--- src/rtl/mux_pkg.sv ---
// Shared constants and helpers for the N-input valid/ready multiplexers.
// Select width is clog2(N) clamped to at least one bit.
package mux_pkg;

  localparam logic MODE_FIXED = 1'b0;
  localparam logic MODE_RR    = 1'b1;

  function automatic int sel_width(input int n);
    return (n <= 2) ? 1 : $clog2(n);
  endfunction

endpackage

--- src/rtl/rr_arbiter_n.sv ---
// Combinational N-way arbiter: round-robin starting at ptr, or fixed priority
// (lowest index wins). Emits a one-hot grant plus its index.
module rr_arbiter_n
  import mux_pkg::*;
#(
  parameter int N  = 4,
  parameter int SW = sel_width(N)
) (
  input  logic [N-1:0]  req,
  input  logic [SW-1:0] ptr,
  input  logic          mode,
  output logic [N-1:0]  grant,
  output logic [SW-1:0] grant_idx
);

  logic          found;
  logic [SW:0]   cand;
  logic [SW-1:0] cand_idx;

  always_comb begin
    grant     = '0;
    grant_idx = '0;
    found     = 1'b0;
    cand      = '0;
    cand_idx  = '0;
    for (int i = 0; i < N; i++) begin
      cand = (SW+1)'(i);
      if (mode == MODE_RR) begin
        // Explicit wrap so non-power-of-two N never lands on an unused index.
        cand = {1'b0, ptr} + (SW+1)'(i);
        if (cand > (SW+1)'(N - 1)) begin
          cand = cand - (SW+1)'(N);
        end
      end
      cand_idx = cand[SW-1:0];
      if (!found && req[cand_idx]) begin
        found           = 1'b1;
        grant[cand_idx] = 1'b1;
        grant_idx       = cand_idx;
      end
    end
  end

endmodule

--- src/rtl/mux_rr_n.sv ---
// N-input W-bit valid/ready multiplexer with arbitrated source and registered
// output. Define MUX_RR_LOCK_EN to add in_last and packet-locked arbitration.
module mux_rr_n
  import mux_pkg::*;
#(
  parameter int N  = 4,
  parameter int W  = 8,
  parameter int RR = 1,
  localparam int SW = sel_width(N)
) (
  input  logic           clk,
  input  logic           rst,
  input  logic [N*W-1:0] in_data,
  input  logic [N-1:0]   in_valid,
`ifdef MUX_RR_LOCK_EN
  input  logic [N-1:0]   in_last,
`endif
  output logic [N-1:0]   in_ready,
  output logic [W-1:0]   out_data,
  output logic [SW-1:0]  out_sel,
  output logic           out_valid,
  input  logic           out_ready
);

  logic [W-1:0]  chan_data [N];
  logic [N-1:0]  req;
  logic [N-1:0]  grant;
  logic [SW-1:0] grant_idx;
  logic          any_grant;
  logic          load;
  logic          beat_last;

  logic [W-1:0]  out_data_q, out_data_d;
  logic [SW-1:0] out_sel_q, out_sel_d;
  logic          out_valid_q, out_valid_d;
  logic [SW-1:0] ptr_q, ptr_d;

  generate
    for (genvar gi = 0; gi < N; gi++) begin : g_chan
      assign chan_data[gi] = in_data[gi*W +: W];
    end
  endgenerate

`ifdef MUX_RR_LOCK_EN
  logic          lock_q, lock_d;
  logic [SW-1:0] lock_idx_q, lock_idx_d;
  logic [N-1:0]  lock_mask;

  generate
    for (genvar gi = 0; gi < N; gi++) begin : g_lock
      assign lock_mask[gi] = (lock_idx_q == SW'(gi));
    end
  endgenerate

  // While locked, only the owning channel may be granted, valid or not.
  assign req       = lock_q ? (in_valid & lock_mask) : in_valid;
  assign beat_last = in_last[grant_idx];
`else
  assign req       = in_valid;
  assign beat_last = 1'b1;
`endif

  rr_arbiter_n #(
    .N  (N),
    .SW (SW)
  ) u_arb (
    .req       (req),
    .ptr       (ptr_q),
    .mode      ((RR != 0) ? MODE_RR : MODE_FIXED),
    .grant     (grant),
    .grant_idx (grant_idx)
  );

  assign load      = ~out_valid_q | out_ready;
  assign any_grant = |grant;
  assign in_ready  = (load & ~rst) ? grant : '0;

  always_comb begin
    out_data_d  = out_data_q;
    out_sel_d   = out_sel_q;
    out_valid_d = out_valid_q;
    ptr_d       = ptr_q;
`ifdef MUX_RR_LOCK_EN
    lock_d      = lock_q;
    lock_idx_d  = lock_idx_q;
`endif
    if (load) begin
      if (any_grant) begin
        out_data_d  = chan_data[grant_idx];
        out_sel_d   = grant_idx;
        out_valid_d = 1'b1;
        if ((RR != 0) && beat_last) begin
          ptr_d = (grant_idx == SW'(N - 1)) ? '0 : grant_idx + SW'(1);
        end
`ifdef MUX_RR_LOCK_EN
        lock_d     = ~beat_last;
        lock_idx_d = grant_idx;
`endif
      end else begin
        out_valid_d = 1'b0;
      end
    end
  end

  always_ff @(posedge clk) begin
    if (rst) begin
      out_data_q  <= '0;
      out_sel_q   <= '0;
      out_valid_q <= 1'b0;
      ptr_q       <= '0;
`ifdef MUX_RR_LOCK_EN
      lock_q      <= 1'b0;
      lock_idx_q  <= '0;
`endif
    end else begin
      out_data_q  <= out_data_d;
      out_sel_q   <= out_sel_d;
      out_valid_q <= out_valid_d;
      ptr_q       <= ptr_d;
`ifdef MUX_RR_LOCK_EN
      lock_q      <= lock_d;
      lock_idx_q  <= lock_idx_d;
`endif
    end
  end

  assign out_data  = out_data_q;
  assign out_sel   = out_sel_q;
  assign out_valid = out_valid_q;

endmodule

--- config.mk ---
export PLATFORM = sky130hd
export DESIGN_NAME = mux_rr_n
export DESIGN_NICKNAME = d
export VERILOG_FILES = /design/src/rtl/mux_pkg.sv /design/src/rtl/rr_arbiter_n.sv /design/src/rtl/mux_rr_n.sv
export SDC_FILE = /design/constraint.sdc
export NUM_CORES = 1
export LEC_CHECK = 0
export ABC_CLOCK_PERIOD_IN_PS = 3200
export CAP_MARGIN = 5
export CORE_MARGIN = 4
export CORE_UTILIZATION = 43
export CTS_CLUSTER_SIZE = 28
export DETAILED_ROUTE_END_ITERATION = 12
export GPL_ROUTABILITY_DRIVEN = 1
export GPL_TIMING_DRIVEN = 0
export HOLD_SLACK_MARGIN = 0.05
export PLACE_DENSITY = 0.89
export SKIP_LAST_GASP = 1
export SYNTH_ARGS = -nofsm -noshare
export SYNTH_HDL_FRONTEND = slang
export SYNTH_HIERARCHICAL = 1
export SYNTH_SLANG_ARGS = --single-unit
--- constraint.sdc ---
create_clock -name clk -period 3.2 [get_ports clk]
set_input_delay 0.64 -clock clk [delete_from_list [all_inputs] [get_ports clk]]
set_output_delay 0.64 -clock clk [all_outputs]
set_load 0.05 [all_outputs]
==> results <==
-- worst max-delay path: stages --
cell,delay [ns]
dlygate4sd2_1,0.36
and3b_1,0.20
o21ai_0,0.11
a21oi_1,0.21
mux2i_1,0.10
o21ai_1,0.25
and2_1,0.18
clkdlybuf4s18_2,0.37
-- stage by stage --
stage	worst slack, ns	util [%]	setup TNS [ns]
6_report	0.126	68.3	0
3_5_place_dp	-0.940	66.1	-6.10
3_3_place_gp	-0.917	66.1	-5.33
4_1_cts	0.0178	67.4	0
5_1_grt	-0.0155	68.3	-0.0308
2_1_floorplan	0.249	-	0
-- logic make-up (layout without fill, tap and decap cells) --
family | count (synthesis) | count (layout) | share of synthesized area [%]
compound gates | 49 | 49 | 27.4
fa+ha+maj | 1 | 1 | 0.974
simple gates | 47 | 47 | 25.6
flops | 13 | 13 | 20.3
mux | 13 | 13 | 18.5
other cells | 1 | 4 | 0.292
buf+inv | 15 | 73 | 7.01
-- synthesized netlist by cell type, types with 2 or more instances --
| cell type | count |
|---|---|
| and3b_1 | 2 |
| a21oi_2 | 8 |
| nor2b_1 | 3 |
| o32ai_1 | 2 |
| nor2_1 | 4 |
| mux2i_1 | 2 |
| buf_2 | 5 |
| buf_6 | 3 |
| nand3_1 | 6 |
| inv_1 | 3 |
| nand2_1 | 5 |
| a22oi_1 | 3 |
| o21ai_0 | 6 |
| clkbuf_1 | 2 |
| and2_1 | 4 |
| nand3_2 | 11 |
| nand2b_1 | 2 |
| o21ai_1 | 8 |
| a21oi_1 | 11 |
| mux2_2 | 2 |
| mux4_2 | 8 |
| dfxtp_1 | 13 |
-- power groups by stage --
stage / Clock [mW] / Combinational [mW] / Sequential, mW
floorplan: 0 / 0.699 / 0.428
global placement: 0 / 1.12 / 0.263
detailed placement: 0 / 1.15 / 0.268
CTS: 0.102 / 1.17 / 0.266
global route: 0.112 / 1.28 / 0.274
finish: 0.0987 / 1.20 / 0.267
-- cell type report --
| type | instances | area share [%] |
|---|---|---|
| Timing Repair Buffer | 54 | 27.0 |
| Inverter | 3 | 0.588 |
| Multi-Input combinational cell | 114 | 51.3 |
| Tap cell | 31 | 2.02 |
| Sequential cell | 13 | 13.6 |
| Buffer | 12 | 4.11 |
| Clock buffer | 4 | 1.37 |
-- how the worst min path moves through the flow --
stage	startpoint	end	slack (ns)	cells after the start
finish	out_data[3]$_SDFFE_PP0P_	out_data[3]$_SDFFE_PP0P_	0.47	2
global route	out_data[3]$_SDFFE_PP0P_	out_data[3]$_SDFFE_PP0P_	0.51	2
CTS	out_data[3]$_SDFFE_PP0P_	out_data[3]$_SDFFE_PP0P_	0.47	2
detailed placement	out_data[3]$_SDFFE_PP0P_	out_data[3]$_SDFFE_PP0P_	0.46	2
global placement	out_data[3]$_SDFFE_PP0P_	out_data[3]$_SDFFE_PP0P_	0.45	2
floorplan	ptr_q[1]$_SDFFE_PP0P_	ptr_q[1]$_SDFFE_PP0P_	0.44	2
-- metal layers --
layer  routed length, um  vias up
met2                2060       70
met3                 344        8
li1                    -      649
met5                   0        -
met4                  82        0
met1                1320      667
-- sequential cells by signal (all words and copies together) (netlist names) --
register / flops
out_valid: 1
out_data: 8
out_sel: 2
ptr_q: 2
-- repair_timing --
item,in CTS,in global routing
hold endpoints to repair,0,0
endpoints found under the setup margin,6,4
setup buffers,1,1
pin swaps,2,3
resized for setup,26,11
==> results.toml <==
[global_routing]
grt_use_met1_pct = 20.0
antenna_found_initial = 0
grt.busiest_layer = "met2"
grt_pass1_wl_um = 6290
globalRoute.totalOverflow = 0
grt_pass1_vias = 1456
use_met2_pct = 38.2
grt_start_max_net_pins = 11
grtUsageTotal_pct = 19.5
met3_usage_pct = 5.58

[yosys]
yosysUniqueCellTypes = 48
synth_area_leader_cell = "dfxtp_1"
avgSynthCellArea_um2 = 9.24
synth_seq_area_share_pct = 20.3
synth-edff-count = 0
syn-cell-area_um2 = 1280
async_flop_share_pct = 0
syn_inst = 139
synth_seq_cells = 13
netlist_top_cells_area = "dfxtp_1 20%, mux4_2 14%, nand3_2 8.6%"
synthFlopType = "dfxtp_1"
synth_top_area_share_pct = 20.3
ys.warnings.count = 6

[floorplanning]
die_x_um = 62.7
fp.dieH_um = 62.7
initial_core_util_pct = 45.8
num_io_pins = 54
rows = 19
dieArea_um2 = 3930
core_um2 = 2810

[final_layout]
layout_common_cells = "45 x clkdlybuf4s50_1, 13 x dfxtp_1, 11 x nand3_2, 11 x a21oi_1, 9 x o21ai_1"
seq_area_um2 = 260
nets = 241
diodes = 0
layout_commonest_cell = "clkdlybuf4s50_1"
final_cells = 231
fillers = 223
drive_gt1_share_pct = 33.0
multi_input_area_um2 = 982
syn_to_final_growth_pct = 49.1
stdcell_area_um2 = 1920

[power]
comb_power_share_pct = 76.7
power_switching_mw = 0.775
switching_share_pct = 49.4
p_clk_share_pct = 6.3
pwr_density_cell_nw_per_um2 = 819
pwr-share-seq_pct = 17.0
p_leak_nw = 0.708
intPower_mw = 0.794
power.total_mw = 1.57
peakVddDrop_mv = 0.621

[critical_path]
r2r_cells = 11
startpoint = "in_valid[1]"
crit_type = "primary input to output pin"
crit_end = "in_ready[1]"
r2r-start = "ptr_q[0]$_SDFFE_PP0P_"
crit_path_end_kind = "output pin"
r2r-end = "out_data[0]$_SDFFE_PP0P_"
r2r_slack_ns = 0.54
arrival_ns = 2.43
cp.required_ns = 2.56
crit_fanout = 7
start_kind = "primary input"

[clocking]
cts_tree = "built"
ctsHoldBuffers = 0
path_clk_slew_ns = 0.07
cts_inserted_buffers = 3
htreeDepth = 1
clock_path_buffers = 2
clk_latency_ns = 0.27
clock_sinks = 13
cts_root_buf = "clkbuf_4"

[place]
dp.cells = 225
place.gp.congestion = 0.937
io_buffers = 52
postPlaceCellArea_um2 = 1860
hpwlAfterDp_um = 2980

[drt]
drt_iter0_drc = 108
drc = 0
vias = 1394
wirelength_um = 3800
firstDrtPassIters = 4
wl_per_cell_um = 16.5
vias_per_cell = 6.03
ant_nets = 0

[timing]
fin_crit_ns = 3.07
slew_violations = 0
skew_ns = 0.00352
relSlewSlack_pct = 60.0
rsz0062_at_grt = "true"
tightest_slew_ns = 0.600
max_freq_mhz = 325
hold_ws_ns = 0.468
hold_violations = 0
setup_viol = 0
period_share_pct = 96.0

[hold_path]
hold_class = "flop to flop"

[run]
drv_cap = 0

[run_status]
status = "finished, final reports clean"
(Power assumes the default switching activity.)
==> patch: new RTL, same flow settings <==
Add a define of `MUX_RR_LOCK_EN`.
--- a/src/rtl/mux_rr_n.sv
+++ b/src/rtl/mux_rr_n.sv
@@ -2,2 +2,4 @@
 // output. Define MUX_RR_LOCK_EN to add in_last and packet-locked arbitration.
+`define MUX_RR_LOCK_EN
+
 module mux_rr_n
Ports: changed (added in_last); port bits go from 54 to 58. No check against the original RTL was run, so the function may have changed too.
==> patch against the original RTL <==
- sequential cell count rose by 1
- synthesized area rose by 1.5%
- clock skew fell by 0.0027 ns
- die area rose by 1.3%
- cell area rose by 15%
- fmax fell by 0.91%
- via count rose by 11%
- power rose by 4.0%
- synthesized cell count rose by 10%
- critical path depth did not move
- wire length rose by 19%
- setup slack got worse by 0.028 ns
==> patch: results (changes against the original RTL) <==
| Metric | Value |
|---|---|
| Hold path endpoint | out_data[1]$_SDFFE_PP0P_ |
| Global Route met1 Usage | 27.8% (+7.7 points) |
| Gr usage total | 21.5% (+2.0 points) |
| Cell family with most CP delay | compound AO/OA/AOI/OAI gates |
| Vias in the first global route | 1,451 (-0.34%) |
| Final Net Count | 272 (+13%) |
| Timing endpoint of the critical path | in_ready[3] |
| Place WS | -1.25 ns (-0.308 ns) |
| Register area share after synthesis | 21.5% (+1.2 points) |
| 1st-iter DRT viols | 92 (-15%) |
| Layout cell share with drive strength beyond 1 | 31.7% (-1.3 points) |
| First-pass GRT wire length | 6940 um (+10%) |
| Crit path largest cell delay | 0.42 ns (+0.05 ns) |
| Antenna violations before repair | 0 (unchanged) |
| Grt met2 use | 36.6% (-1.6 points) |
| Min-Delay Startpoint | out_data[1]$_SDFFE_PP0P_ |
| FF-to-FF setup slack | 0.17 ns (-0.37 ns) |
| Maximum fanout along the worst path | 7 (unchanged) |
| Final wirelength | 4540 um (+19%) |
| Placed Area | 0.00192 mm2 (+3.3%) |
| Average size of a mapped cell | 8.52 um2 (-7.8%) |
| Start point of the critical path | in_valid[2] |
| Synth cell count leaders | a21oi_1, nand3_1, dfxtp_1, o21ai_0, mux4_2 |
| Worst r2r dst | ptr_q[0]$_SDFFE_PP0P_ |
| Met3 Track Usage GR | 3.73% (-1.8 points) |
| Hold Slack | 0.478 ns (+0.00947 ns) |
| Period utilisation layout | 96.9% (+0.88 points) |
| Worst r2r src | lock_q$_SDFFE_PP0P_ |
| Port buffer count | 56 (+7.7%) |
| Post-synthesis cell type count | 43 (-10%) |
| Slowest cell on crit path | or3_4 |
| Worst skew pair latency | 0.29 ns (+0.02 ns) |
| Ranking of synthesized cells by area | dfxtp_1, mux4_2, a21oi_1 |
| DR vias/cell | 6.00 (-0.57%) |
| Worst EP arrival | 2.46 ns (+0.03 ns) |
| Peak VDD IR | 0.432 mV (-30%) |
| GP Congestion | 0.933 (-0.41%) |
| Status | finished, final reports clean |
| Placed Cells | 243 (+8.0%) |
| Leakage | 0.836 nW (+18%) |
| Setup Skew | 0.000821 ns (-0.00270 ns) |
| Detailed Place HPWL | 3130 um (+4.8%) |
[patch: area by class of cell]
| type | count | area, um2 |
|---|---|---|
| Timing Repair Buffer | 68 | 641 |
| Multi-Input combinational cell | 126 | 1120 |
| Tap cell | 31 | 38.8 |
| Inverter | 3 | 11.3 |
| Sequential cell | 14 | 293 |
| Buffer | 12 | 60.1 |
| Fill cell | 190 | 631 |
| Clock buffer | 4 | 36.3 |
[patch: worst register-to-register path: cells and delay by family, from the launching register on]
family | cells | cell delay [ns]
AND/OR/NAND/NOR | 3 | 0.48
flip-flops | 1 | 0.40
AO/OA/AOI/OAI | 4 | 0.93
multiplexers | 2 | 0.63
buffers and inverters | 2 | 0.48
[patch: layer usage]
| layer | part of all wire [%] | vias to the layer above |
|---|---|---|
| met4 | 1.9 | 0 |
| met2 | 52 | 65 |
| met3 | 5.6 | 11 |
| met1 | 41 | 746 |
| met5 | 0 | - |
| li1 | - | 726 |
[patch: cell families after synthesis]
family | after synthesis | synth area share, %
and+or+nand+nor | 55 | 24.7
AOI/OAI and AO/OA | 50 | 25.3
buffers and inverters | 16 | 5.37
muxes | 16 | 21.9
DFF | 14 | 21.5
adders and majority gates | 1 | 0.960
other | 1 | 0.288
[patch: repair_timing]
action                                  CTS  global route
gates resized for setup                  53            26
endpoints found under the setup margin   18            18
setup buffers                             9             3
gates cloned                              0             0
pin swaps                                 9            10
[patch: report_power, final]
group	switching (mW)	internal [mW]	leakage [nW]
logic	0.656	0.548	0.697
clock network	0.0603	0.0694	0.0210
registers	0.0557	0.242	0.118
